===== config.mk =====
export PLATFORM = sky130hd
export DESIGN_NAME = vector_loader
export DESIGN_NICKNAME = d
export VERILOG_FILES = /design/src/rtl/vector_loader_pkg.sv /design/src/rtl/vector_loader.sv
export SDC_FILE = /design/constraint.sdc
export NUM_CORES = 1
export LEC_CHECK = 0
export BUFFER_PORTS_ARGS = -buffer_cell sky130_fd_sc_hd__buf_2
export CORE_MARGIN = 2
export CORE_UTILIZATION = 45
export DETAILED_ROUTE_END_ITERATION = 16
export PLACE_DENSITY = 0.78
export SETUP_SLACK_MARGIN = 0.1
export SYNTH_ARGS = -nofsm -noshare
export SYNTH_HDL_FRONTEND = slang
export SYNTH_SLANG_ARGS = --single-unit

===== constraint.sdc =====
create_clock -name clk -period 3.1 [get_ports clk]
set_clock_uncertainty 0.05 [all_clocks]
set_input_delay 0.31 -clock clk [delete_from_list [all_inputs] [get_ports clk]]
set_output_delay 0.31 -clock clk [all_outputs]
set_load 0.005 [all_outputs]

===== src/rtl/vector_loader_pkg.sv =====
// ============================================================================
// vector_loader_pkg : shared types and constants for the vector frame loader
// Rev 1.0
// ============================================================================
`default_nettype none

package vector_loader_pkg;

  typedef logic [7:0] data_t;
  typedef logic [3:0] nibble_t;

  typedef enum logic [1:0] {
    S_IDLE     = 2'd0,
    S_GET_N    = 2'd1,
    S_GET_DATA = 2'd2,
    S_GET_END  = 2'd3
  } loader_state_e;

  localparam int    LOADER_MAX_N      = 8;
  localparam data_t LOADER_START_BYTE = 8'hFE;
  localparam data_t LOADER_END_BYTE   = 8'hEF;

endpackage : vector_loader_pkg

`default_nettype wire


===== src/rtl/vector_loader.sv =====
// ============================================================================
// vector_loader : parses UART bytes (start, N, N elements, end) into FIFO pushes
// Rev 1.0
// ============================================================================
`default_nettype none

module vector_loader
  import vector_loader_pkg::*;
#(
  parameter int    MAX_N      = LOADER_MAX_N,
  parameter data_t START_BYTE = LOADER_START_BYTE,
  parameter data_t END_BYTE   = LOADER_END_BYTE
) (
  input  logic    clk,
  input  logic    rst,
  input  data_t   rx_data,
  input  logic    rx_valid,
  output logic    push,
  output data_t   data_out,
  output nibble_t N,
  output logic    busy,
  output logic    done,
  output logic    err
);

  localparam nibble_t C_MAX_N = nibble_t'(MAX_N);

  loader_state_e state_q, state_d;
  nibble_t       cnt_q, cnt_d;
  nibble_t       n_q, n_d;
  data_t         data_q, data_d;
  logic          push_q, push_d;
  logic          done_q, done_d;
  logic          err_q, err_d;

  nibble_t w_nib;
  logic    w_nib_ok;

  assign w_nib    = rx_data[3:0];
  assign w_nib_ok = (w_nib != 4'd0) && (w_nib <= C_MAX_N);

  always_comb begin
    state_d = state_q;
    cnt_d   = cnt_q;
    n_d     = n_q;
    data_d  = data_q;
    push_d  = 1'b0;
    done_d  = 1'b0;
    err_d   = 1'b0;

    if (rx_valid) begin
      case (state_q)
        S_IDLE: begin
          if (rx_data == START_BYTE) begin
            state_d = S_GET_N;
          end
        end
        S_GET_N: begin
          if (w_nib_ok) begin
            n_d     = w_nib;
            cnt_d   = 4'd0;
            state_d = S_GET_DATA;
          end else begin
            err_d   = 1'b1;
            state_d = S_IDLE;
          end
        end
        S_GET_DATA: begin
          data_d = rx_data;
          push_d = 1'b1;
          cnt_d  = cnt_q + 4'd1;
          if ((cnt_q + 4'd1) == n_q) begin
            state_d = S_GET_END;
          end
        end
        S_GET_END: begin
          // Pushed elements are left in the FIFO; control clears it on err.
          if (rx_data == END_BYTE) begin
            done_d = 1'b1;
          end else begin
            err_d = 1'b1;
          end
          state_d = S_IDLE;
        end
        default: begin
          state_d = S_IDLE;
        end
      endcase
    end
  end

  always_ff @(posedge clk or negedge rst) begin
    if (!rst) begin
      state_q <= S_IDLE;
      cnt_q   <= 4'd0;
      n_q     <= 4'd0;
      data_q  <= 8'd0;
      push_q  <= 1'b0;
      done_q  <= 1'b0;
      err_q   <= 1'b0;
    end else begin
      state_q <= state_d;
      cnt_q   <= cnt_d;
      n_q     <= n_d;
      data_q  <= data_d;
      push_q  <= push_d;
      done_q  <= done_d;
      err_q   <= err_d;
    end
  end

  assign push     = push_q;
  assign data_out = data_q;
  assign N        = n_q;
  assign done     = done_q;
  assign err      = err_q;
  assign busy     = (state_q != S_IDLE);

endmodule : vector_loader

`default_nettype wire


==> run_results.csv <==
group,metric,value,unit
yosys,synth-edff-count,0,
worst_setup_path,crit_type,"reg -> out",
clocking,clk_latency,310,ps
yosys,synth.distinct_cells,30,
clocking,cts_tree,"built",
yosys,ys_async_sr_fraction,1.00,
detailed_routing,ant_nets,0,
finish,final-seq-area,526,µm²
floorplan,initial_core_util,0.491,
detailed_routing,dr.pass1.iters,4,
clocking,cts_resized,0,
clocking,cts_root_buf,"clkbuf_4",
finish,syn2layout_area_growth,19.4,%
finish,layout.cells.non_filler,137,
floorplan,fp.dieW,50.7,µm
timing,layout_setup_ws,1430,ps
yosys,yosys_most_used_dff,"dfrtp_1",
clocking,path_clk_slew,120,ps
placed_design,portBuffers,26,
detailed_routing,wirelength,2020,µm
pwr,p_leak,0.000580,µW
timing,slew_viol_final,0,
placed_design,gp_congestion,0.777,
grt,grt_pass1_vias,764,
yosys,synth_warnings,0,
detailed_routing,wl_per_cell,14.7,µm
floorplan,die_h,50.7,µm
run_status,status,"finished clean",
yosys,ys_ff_latch,21,
clocking,numCtsBuffers,3,
timing,min_period_over_period,0.538,
finish,final_nets,123,
worst_setup_path,worstSetupStartpointType,"flip-flop",
placed_design,dp_worst_setup_slack,1340,ps
finish,drive_above_1_share,0.364,
worst_setup_path,worst_setup_path_end_kind,"output pin",
clocking,ctsLongestPathBuffers,2,
yosys,synthCells,81,
run,cap_viol_max_count,0,
timing,tightestPinTransition,648,ps
placed_design,dp_cells,132,
pwr,p_per_area,847,mW/mm²
floorplan,coreArea,0.00200,mm²
timing,setup_viol,0,
floorplan,fp.dieArea,0.00257,mm²
finish,antennaDiodeCount,0,
detailed_routing,vias_per_cell,5.42,
timing,hold_ws,194,ps
pwr,peakVddDrop,0.000510,V
timing,min_period,1670,ps
worst_hold_path,hold_class,"in -> reg",
yosys,synthesis.area,982,µm²
floorplan,pin_count,27,
detailed_routing,vias,742,
yosys,postSynthAreaPerCell,12.1,µm²
timing,tns,0,ps
clocking,htreeDepth,1,
timing,slew_headroom,0.567,
yosys,synth-seq-area-share,0.535,
worst_setup_path,cp.required,2740,ps
timing,rsz0062_at_grt,"no",
grt,grt_usage,0.184,
floorplan,fp-row-count,16,
grt,grt_max_degree,22,
worst_setup_path,worst-path-max-fanout,9,
clocking,cts_sinks,21,
grt,grt_pass1_wl,3520,µm
detailed_routing,drt-initial-drc-count,5,
grt,gr-total-overflow,0,
timing,final_hold_viol_count,0,
finish,fillers,183,
finish,post-route-util,0.586,
worst_setup_path,cp.arrival,1310,ps
grt,antenna_found_initial,0,
placed_design,hpwlAfterDp,1480,µm
timing,fmaxAchievable,600,MHz
yosys,synthesis.nets,93,
finish,multiInputGateArea,435,µm²
detailed_routing,drcViolationCount,0,
## synth_stat cells (2+ instances only)
master,number,area share
nor4_1,2,0.013
nor2_1,3,0.011
dfrtp_1,21,0.54
nand2_1,5,0.019
or2_2,2,0.013
xor2_1,3,0.027
mux2_2,7,0.080
a21oi_1,4,0.020
buf_2,2,0.010
o22ai_1,2,0.013
nand4_1,2,0.013
o21ai_0,4,0.020
inv_1,3,0.011
mux2_1,3,0.034
xnor2_1,2,0.018
nor3b_1,2,0.015
## power by group
part | total (µW) | leakage [µW] | internal [µW] | switching, µW
Combinational | 381 | 0.000299 | 214 | 166
Clock | 136 | 0.0000150 | 50.3 | 86.1
Sequential | 476 | 0.000266 | 382 | 93.9
## cells in the final DEF (no fill, tap or decap), types with 3 or more instances in the layout
master	netlist	layout
a21oi_1	4	4
xor2_1	3	3
mux2_1	3	3
o21ai_0	4	4
dfrtp_1	21	21
inv_1	3	3
nor2_1	3	3
mux2_2	7	7
buf_2	2	26
nand2_1	5	5
clkbuf_4	0	3
## timing repair
item	in CTS	in global routing
hold buffers	1	0
setup buffers	0	0
endpoints found under the hold margin	21	0
## layout make-up
class	instances	area share
Timing Repair Buffer	27	0.120
Multi-Input combinational cell	55	0.371
Tap cell	27	0.0288
Inverter	3	0.00961
Sequential cell	21	0.448
Clock buffer	4	0.0224
## layer usage
layer / wire [µm] / GRT usage / part of all wire
met1: 954 / 0.246 / 0.47
met2: 936 / 0.294 / 0.46
met3: 74 / 0.0208 / 0.037
met4: 53 / 0.0946 / 0.026
met5: 0 / 0 / 0
## critical path, cell delays in order (launching register included)
cell,delay [ps]
dfrtp_1,520
or2_2,350
buf_2,130
## registers in the layout (all words and copies together) (netlist names), named ones only
signal and cells:
data_out 8, N 4, cnt_q 4, done 1
err 1, push 1, state_q 1
## path summary, 6_finish.rpt
path / startpoint / endpoint / slack, ps / depth (start not counted)
max in group asynchronous: rst / data_out[1] / 2250 / 2
setup reg to reg: state_q[0] / data_out[6] / 1430 / 3
setup / recovery: flip-flop / busy / 1430 / 2
min in group asynchronous: rst / push / 430 / 2
hold / removal: rx_data[7] / data_out[7] / 190 / 2
hold reg to reg: data_out[4] / data_out[4] / 450 / 2
## per-stage QoR
stage | instance area, µm² | total power, µW
finish | 1170 | 993
global route | 1170 | 1070
CTS | 1170 | 996
detailed placement | 1140 | 865
global placement | 1140 | 846
floorplan | 982 | 710
## kinds of logic (layout without fill, tap and decap cells)
| family | count (synthesis) | after routing | synth area share |
|---|---|---|---|
| AO/OA/AOI/OAI | 16 | 16 | 0.103 |
| AND/OR/NAND/NOR | 21 | 21 | 0.134 |
| multiplexers | 11 | 11 | 0.125 |
| flip-flops | 21 | 21 | 0.535 |
| adder cells (fa/ha/maj) | 1 | 1 | 0.0127 |
| XOR/XNOR | 6 | 6 | 0.0688 |
| buffers and inverters | 5 | 34 | 0.0217 |
Note: power is estimated with default switching activity, not from simulation.
